--- src/rtl/window_sum_pipe.sv ---
// Four-stage 3x3 window reducer: plain sum, rounded mean, Gaussian 1-2-1 mean,
// or centre pass-through, with a single global stall driven by the output handshake.
module window_sum_pipe #(
  parameter int DATA_W = 8,
  parameter int SUM_W  = DATA_W + 4
) (
  input  logic              clk,
  input  logic              rst_n,
  input  logic [DATA_W-1:0] c1,
  input  logic [DATA_W-1:0] c2,
  input  logic [DATA_W-1:0] c3,
  input  logic [DATA_W-1:0] c4,
  input  logic [DATA_W-1:0] c5,
  input  logic [DATA_W-1:0] c6,
  input  logic [DATA_W-1:0] c7,
  input  logic [DATA_W-1:0] c8,
  input  logic [DATA_W-1:0] c9,
  input  logic [1:0]        mode,
  input  logic              in_valid,
  output logic              in_ready,
  output logic [SUM_W-1:0]  sum,
  output logic              out_valid,
  input  logic              out_ready
);

  localparam int IW = DATA_W + 4;

  // pos: 0 = corner, 1 = edge, 2 = centre. Mode 3 zeroes everything but the
  // centre so the centre value rides the same adder tree unchanged.
  function automatic logic [IW-1:0] weigh(input logic [DATA_W-1:0] px,
                                          input logic [1:0]        m,
                                          input logic [1:0]        pos);
    logic [IW-1:0] v;
    v = IW'(px);
    case (m)
      2'd2:    weigh = v << pos;
      2'd3:    weigh = (pos == 2'd2) ? v : '0;
      default: weigh = v;
    endcase
  endfunction

  function automatic logic [SUM_W-1:0] normalise(input logic [IW-1:0] t,
                                                 input logic [1:0]  m);
    logic [IW-1:0] r;
    case (m)
      2'd1:    r = (t + IW'(4)) / IW'(9);
      2'd2:    r = (t + IW'(8)) >> 4;
      default: r = t;
    endcase
    return SUM_W'(r);
  endfunction

  logic          en;
  logic          vld_p1, vld_p2, vld_p3;
  logic [1:0]    mode_p1, mode_p2, mode_p3;
  logic [IW-1:0] a_p1, b_p1, c_p1, d_p1, e_p1;
  logic [IW-1:0] x_p2, y_p2, z_p2;
  logic [IW-1:0] t_p3;

  assign en       = !out_valid || out_ready;
  assign in_ready = en && !rst_n;

  always_ff @(posedge clk) begin
    if (rst_n) begin
      vld_p1    <= 1'b0;
      vld_p2    <= 1'b0;
      vld_p3    <= 1'b0;
      out_valid <= 1'b0;
      sum       <= '0;
    end else if (en) begin
      vld_p1    <= in_valid;
      vld_p2    <= vld_p1;
      vld_p3    <= vld_p2;
      out_valid <= vld_p3;
      if (vld_p3) sum <= normalise(t_p3, mode_p3);
    end
  end

  always_ff @(posedge clk) begin
    if (en) begin
      // S1: weighting and five partial sums
      mode_p1 <= mode;
      a_p1    <= weigh(c1, mode, 2'd0) + weigh(c2, mode, 2'd1);
      b_p1    <= weigh(c3, mode, 2'd0) + weigh(c4, mode, 2'd1);
      c_p1    <= weigh(c6, mode, 2'd1) + weigh(c7, mode, 2'd0);
      d_p1    <= weigh(c8, mode, 2'd1) + weigh(c9, mode, 2'd0);
      e_p1    <= weigh(c5, mode, 2'd2);
      // S2: three partial sums
      mode_p2 <= mode_p1;
      x_p2    <= a_p1 + b_p1;
      y_p2    <= c_p1 + d_p1;
      z_p2    <= e_p1;
      // S3: window total
      mode_p3 <= mode_p2;
      t_p3    <= x_p2 + y_p2 + z_p2;
    end
  end

endmodule

--- config.mk ---
export PLATFORM = sky130hd
export DESIGN_NAME = window_sum_pipe
export DESIGN_NICKNAME = d
export VERILOG_FILES = /design/src/rtl/window_sum_pipe.sv
export SDC_FILE = /design/constraint.sdc
export NUM_CORES = 1
export LEC_CHECK = 0
export BUFFER_PORTS_ARGS = -buffer_cell sky130_fd_sc_hd__buf_2
export CAP_MARGIN = 20
export CORE_MARGIN = 5
export CORE_UTILIZATION = 40
export CTS_CLUSTER_DIAMETER = 30
export DETAILED_ROUTE_END_ITERATION = 7
export GPL_ROUTABILITY_DRIVEN = 0
export PLACE_DENSITY = 0.6
export SLEW_MARGIN = 20
export SYNTH_ARGS = -nofsm -noshare
export SYNTH_HDL_FRONTEND = slang
export SYNTH_SLANG_ARGS = --single-unit
export TNS_END_PERCENT = 20
--- constraint.sdc ---
create_clock -name clk -period 10.1 [get_ports clk]
set_input_delay 2.02 -clock clk [delete_from_list [all_inputs] [get_ports clk]]
set_output_delay 2.02 -clock clk [all_outputs]
set_load 0.005 [all_outputs]
==> flow_summary_export.csv, run 1 <==
group,metric,value,unit
worst_setup_path,setup.worst_path.end,"sum[0]",
worst_setup_path,max_stage_delay,0.69,ns
sta,max-slew-margin-rel,0.4599,
logic_synthesis,synth_common_cells,"inv_1, edfxtp_1, nand2_1",
logic_synthesis,syn_inst,964,
logic_synthesis,synthTopCellsByArea,"edfxtp_1, ha_1, a21oi_1, inv_1, xnor2_1",
cts,cts_root_buf,"clkbuf_16",
job,maxCapViolCount,0,
worst_setup_path,timing.critical_path.max_delay_family,"simple AND/OR/NAND/NOR gates",
sta,fin_crit_sh,0.6935,
worst_setup_path,worstPathRequired,10.39,ns
logic_synthesis,synth_ff_type,"edfxtp_1",
sta,clock_skew,0.006239,ns
placement,dp_hpwl,15180,µm
logic_synthesis,syn_area_per_cell,9.572,µm²
cts,clkLatencyLatePin,0.41,ns
layout,area_growth,13.59,%
layout,nFillCells,2172,
die,row_count,55,
sta,fmax,0.1428,GHz
cts,cts_tree,"yes",
logic_synthesis,yosysMostFrequentCell,"inv_1",
routing,drtIter0Drc,330,
global_route,use_met2,0.2523,
worst_setup_path,crit_cells,23,
logic_synthesis,synth-async-reset-ratio,0,
placement,port-buffer-count,91,
logic_synthesis,synth_edf_count,100,
global_route,grt_use_met1,0.1879,
worst_setup_path,reg2reg_from,"t_p3[2]",
cts,numCtsBuffers,17,
die,die_height,161.9,µm
cts,clock-sinks,116,
cts,clk_path_buf_depth,2,
logic_synthesis,syn-cell-area,9228,µm²
logic_synthesis,ys_warn_count,0,
cts,clkTransAtPathRegs,0.06,ns
logic_synthesis,synth-seq-cells,116,
logic_synthesis,synth.distinct_cells,94,
cts,cts_resized,0,
routing,route.detailed.drc,0,
worst_setup_path,cp_slowest_cell,"or4_1",
sta,fin_setup_tns,0,ns
sta,drv_slew,0,
worst_setup_path,critPathCaptureType,"register",
sta,tightest_slew,0.8000,ns
run_status,status,"finished clean",
die,num_io_pins,92,
logic_synthesis,syn-num-nets,1129,
hold_path,hold_class,"reg -> reg",
cts,htree_levels,4,
die,start_util,0.4063,
routing,drt_wl_total,19630,µm
logic_synthesis,synth_top_area_frac,0.3254,
global_route,grt_first_pass_wirelength,32530,µm
global_route,grt_use_met3,0.04542,
routing,viasPerCell,5.304,
worst_setup_path,crit_start,"t_p3[2]",
cts,cts_hold_buf,0,
worst_setup_path,critPathBufInv,1,
worst_setup_path,critPathMaxFanout,13,
die,die_w,161.9,µm
global_route,grt_max_degree,68,
logic_synthesis,ys_seq_area_frac,0.3601,
worst_setup_path,r2r-end,"sum[0]",
sta,rsz0062_at_grt,"false",
worst_setup_path,crit_chain,"ha_1, nand2_2, or4_1, nand2_2, o31a_1, mux2i_1, and2_1, nor2_1, a311oi_2, nand2_1, or3_1, mux2i_2, mux2i_2, nor3_1, a21oi_1, ha_1, inv_1, nor2_1, a311o_1, o221a_1, or2_2, a31oi_1, a31oi_1",
layout,fin_nets,1201,
worst_setup_path,start_kind,"register",
worst_setup_path,arrival,7.29,ns
layout,drive_above_1_share,0.1697,
global_route,first_global_vias,6945,
layout,antenna_cells,0,
worst_setup_path,regToRegSetupSlack,3.10,ns
cts,postCtsSetupBuffers,0,
worst_setup_path,reg2reg_depth,23,
sta,setup_viol,0,
routing,drtAntennaViolNets,0,
global_route,gr-usage-all-layers,0.1514,
global_route,antenna_found_initial,6,
routing,num_vias,7075,
sta,hold_viol_final,0,
routing,drt_first_pass_iters,5,
global_route,top_usage_layer,"met2",
worst_setup_path,path_class,"reg -> reg",
hold_path,hold_depth,0,
sta,period_minus_slack,7.005,ns
die,fp.dieArea,26210,µm²
routing,wl_per_cell,14.71,µm
die,coreArea,22710,µm²
logic_synthesis,yosysTopAreaCell,"edfxtp_1",
global_route,grt.overflow.total,0,
[worst reg2reg max path, delay by kind of cell (launching register included)]
family | cells | cell delay (ns)
AOI/OAI and AO/OA | 7 | 1.68
adders and majority gates | 2 | 0.52
buffers and inverters | 1 | 0.07
DFF | 1 | 0.61
muxes | 3 | 0.91
and+or+nand+nor | 10 | 3.10
[through the flow]
stage	worst slack (ns)	area [µm²]	hold slack [ns]	cells	util
3_5_place_dp	3.192	9851	0.4052	1302	0.4338
3_3_place_gp	3.433	9851	0.4007	1302	0.4338
2_1_floorplan	2.704	9228	0.4003	964	-
4_1_cts	3.165	10480	0.4167	1334	0.4615
5_1_grt	2.574	10480	0.4216	1334	0.4615
6_report	3.095	10480	0.4166	1334	0.4615
[cell usage in the layout (no fill, tap or decap), types with 9 or more instances in the layout]
| cell | Yosys | routed |
|---|---|---|
| o21ai_1 | 9 | 9 |
| mux2_2 | 9 | 9 |
| a21oi_1 | 84 | 84 |
| xnor2_1 | 42 | 42 |
| o21bai_1 | 23 | 23 |
| nand2_1 | 87 | 87 |
| ha_1 | 70 | 70 |
| nand3_1 | 16 | 16 |
| buf_2 | 12 | 91 |
| xor2_1 | 26 | 26 |
| and2_1 | 39 | 39 |
| o21ai_0 | 60 | 60 |
| a211oi_1 | 9 | 9 |
| dfxtp_1 | 16 | 16 |
| fa_1 | 17 | 17 |
| clkbuf_16 | 0 | 17 |
| inv_1 | 103 | 103 |
| a21o_1 | 18 | 18 |
| nor2_1 | 33 | 33 |
| edfxtp_1 | 100 | 100 |
[metal layers]
metal,vias to the layer above,share of wire
met5,-,0.0031
met4,12,0.024
met3,47,0.067
met2,248,0.47
met1,3157,0.44
li1,3611,-
[how the worst min path moves through the flow]
stage          startpoint          to  slack (ns)
2_1_floorplan  mode_p1[0]  mode_p2[0]        0.40
3_3_place_gp      e_p1[5]     z_p2[5]        0.40
3_5_place_dp      e_p1[4]     z_p2[4]        0.41
4_1_cts           e_p1[5]     z_p2[5]        0.42
5_1_grt           e_p1[4]     z_p2[4]        0.42
6_report          e_p1[4]     z_p2[4]        0.42
[state kept, by name (all words and copies together) (netlist names), 11 cells and up]
register	flops
sum	12
t_p3	12
x_p2	11
y_p2	11
[cell type report]
type	instances	area, µm²	area share
Inverter	104	390.4	0.03724
Multi-Input combinational cell	704	5310	0.5066
Clock inverter	14	201.4	0.01922
Sequential cell	116	3323	0.3171
Clock buffer	18	429.2	0.04095
Timing Repair Buffer	93	470.5	0.04488
Tap cell	285	356.6	0.03402
[cells by family (layout without fill, tap and decap cells)]
kind of cell	after synthesis	after routing	synth area share
AOI/OAI and AO/OA	294	294	0.2182
and+or+nand+nor	236	236	0.1351
buffers and inverters	144	229	0.06549
DFF	116	116	0.3601
adders and majority gates	88	88	0.1330
xor gates and xnor gates	69	69	0.06631
muxes	17	17	0.02183
Power of run 1 is left out: the tool's default activity adds up to more than one toggle a clock period on the data nets, which glitch-free logic cannot reach.
==> run 2, diff against run 1 <==
--- a/config.mk
+++ b/config.mk
@@ -12,7 +12,7 @@
 export CTS_CLUSTER_DIAMETER = 30
 export DETAILED_ROUTE_END_ITERATION = 7
 export GPL_ROUTABILITY_DRIVEN = 0
-export PLACE_DENSITY = 0.6
+export PLACE_DENSITY = 0.62
 export SLEW_MARGIN = 20
 export SYNTH_ARGS = -nofsm -noshare
 export SYNTH_HDL_FRONTEND = slang
==> constraint.sdc (replaced) <==
create_clock -name clk -period 5.8 [get_ports clk]
set_input_delay 1.16 -clock clk [delete_from_list [all_inputs] [get_ports clk]]
set_output_delay 1.16 -clock clk [all_outputs]
set_load 0.005 [all_outputs]
==> flow_summary_export.csv, run 2 (same netlist as run 1, synthesis figures left out) <==
group,metric,value,unit
layout,drive_above_1_share,0.2645,
worst_setup_path,reg2reg_depth,24,
hold_path,hold_depth,0,
placement,post-place-ws,-0.02423,ns
cts,cts_root_buf,"clkbuf_16",
sta,fin_crit_sh,0.9677,
cts,clkTransAtPathRegs,0.06,ns
run_status,status,"finished clean",
sta,max-slew-margin-rel,0.3705,
global_route,grt_max_degree,81,
global_route,antenna_found_initial,4,
worst_setup_path,max_stage_delay,0.56,ns
cts,numCtsBuffers,17,
routing,route.detailed.drc,0,
sta,tightest_slew,0.9443,ns
global_route,first_global_vias,7217,
worst_setup_path,worstPathRequired,6.10,ns
worst_setup_path,cp_slowest_cell,"edfxtp_1",
placement,port-buffer-count,91,
global_route,use_met2,0.2614,
worst_setup_path,critPathCaptureType,"register",
layout,final_cell_mix,"inv_1, edfxtp_1, buf_2",
worst_setup_path,crit_chain,"nand3_2, o31ai_4, buf_6, a221oi_2, o211a_1, a211o_4, a211o_4, a2111oi_4, a311oi_4, buf_4, or2_0, a311o_1, a211oi_2, o21ba_2, a21o_1, a21oi_2, ha_1, inv_1, nor2_1, a311o_1, o221a_2, or2_4, a31oi_2, a31oi_1",
sta,period_minus_slack,5.613,ns
placement,dp_hpwl,15660,µm
routing,wl_per_cell,14.99,µm
sta,setup_slack,0.1875,ns
layout,final_area,11420,µm²
layout,layout_commonest_cell,"inv_1",
worst_setup_path,arrival,5.91,ns
sta,setup_viol,0,
sta,hold_viol_final,0,
worst_setup_path,critPathMaxFanout,7,
die,die_w,161.9,µm
die,coreArea,22710,µm²
layout,fin_nets,1275,
layout,area_growth,23.71,%
layout,antenna_cells,0,
worst_setup_path,path_class,"reg -> reg",
worst_setup_path,critPathBufInv,3,
die,fp.dieArea,26210,µm²
die,start_util,0.4063,
routing,num_vias,7571,
routing,drtIter0Drc,350,
routing,drt_first_pass_iters,4,
routing,drt_wl_total,21110,µm
sta,clock_skew,0.007449,ns
sta,drv_slew,0,
global_route,grt.overflow.total,0,
worst_setup_path,r2r-end,"sum[0]",
cts,clk_path_buf_depth,2,
global_route,grt_use_met1,0.1891,
worst_setup_path,timing.critical_path.max_delay_family,"compound AO/OA/AOI/OAI gates",
global_route,grt_use_met3,0.03705,
worst_setup_path,regToRegSetupSlack,0.19,ns
sta,fmax,0.1782,GHz
cts,cts_tree,"yes",
layout,postLayoutCoreUtil,0.5027,
die,die_height,161.9,µm
hold_path,hold_class,"reg -> reg",
global_route,gr-usage-all-layers,0.1522,
layout,reg.largest.list,"sum (12), t_p3 (12)",
cts,clkLatencyLatePin,0.41,ns
routing,drtAntennaViolNets,0,
hold_path,min_to,"z_p2[4]",
die,row_count,55,
cts,clock-sinks,116,
die,num_io_pins,92,
routing,viasPerCell,5.377,
worst_setup_path,reg2reg_from,"t_p3[6]",
cts,htree_levels,4,
worst_setup_path,start_kind,"register",
job,maxCapViolCount,0,
global_route,top_usage_layer,"met2",
hold_path,min_from,"e_p1[4]",
cts,cts_hold_buf,0,
placement,place_area,10130,µm²
global_route,grt_first_pass_wirelength,32800,µm
==> run 2: changes by cell type in the layout (fill, tap and decap cells not counted), sizes merged <==
| cell | previous run | this run |
|---|---|---|
| buf | 93 | 166 |
| clkinvlp | 2 | 4 |
| bufinv | 4 | 3 |
| clkinv | 5 | 4 |
| nand3 | 18 | 19 |
==> run 2: stage by stage <==
stage               instances  hold WS, ns  setup TNS (ns)
floorplan                 964       0.4003               0
global placement         1337       0.4012               0
detailed placement       1337       0.4057        -0.02423
CTS                      1370       0.4158               0
global route             1408       0.4220        -0.09935
finish                   1408       0.4167               0
==> run 2: routing by layer <==
metal  part of all wire  vias up  wire (µm)
met2               0.48      262      10210
met5             0.0016        -         34
li1                   -     3757          -
met4              0.023        8        486
met3              0.068       46       1444
met1               0.42     3498       8935
==> run 2: how the worst max path moves through the flow <==
stage / startpoint / end / slack, ns / cells past startpoint
after floorplan: out_ready / in_ready / 0.12 / 3
after global placement: t_p3[3] / sum[0] / 0.05 / 23
after detailed placement: t_p3[3] / sum[0] / -0.02 / 24
after CTS: t_p3[3] / sum[0] / 0.008 / 24
after global routing: t_p3[6] / sum[0] / -0.1 / 25
final: t_p3[6] / sum[0] / 0.19 / 24
==> run 2: final cells by class <==
cell class	count	area [µm²]
fill	2073	11290
tap	285	356.6
sequential	116	3323
inverter	104	390.4
timing repair buffer	166	1050
clock buffer	18	429.2
multi-input combinational	705	5689
clock inverter	14	177.7
==> run 2: timing repair <==
item                       CTS  global route
setup endpoints to repair    1             2
buffers inserted             1            37
gates cloned                 0             1
resized for setup            3            76
pin swaps                    0            30
==> run 2: worst register-to-register path, delay by kind of cell (launching register included) <==
kind,cells,cell delay [ns]
buffers and inverters,3,0.42
AND/OR/NAND/NOR,4,0.78
adder cells (fa/ha/maj),1,0.18
AO/OA/AOI/OAI,16,3.57
flip-flops,1,0.56
Power of run 2 is left out for the same reason.
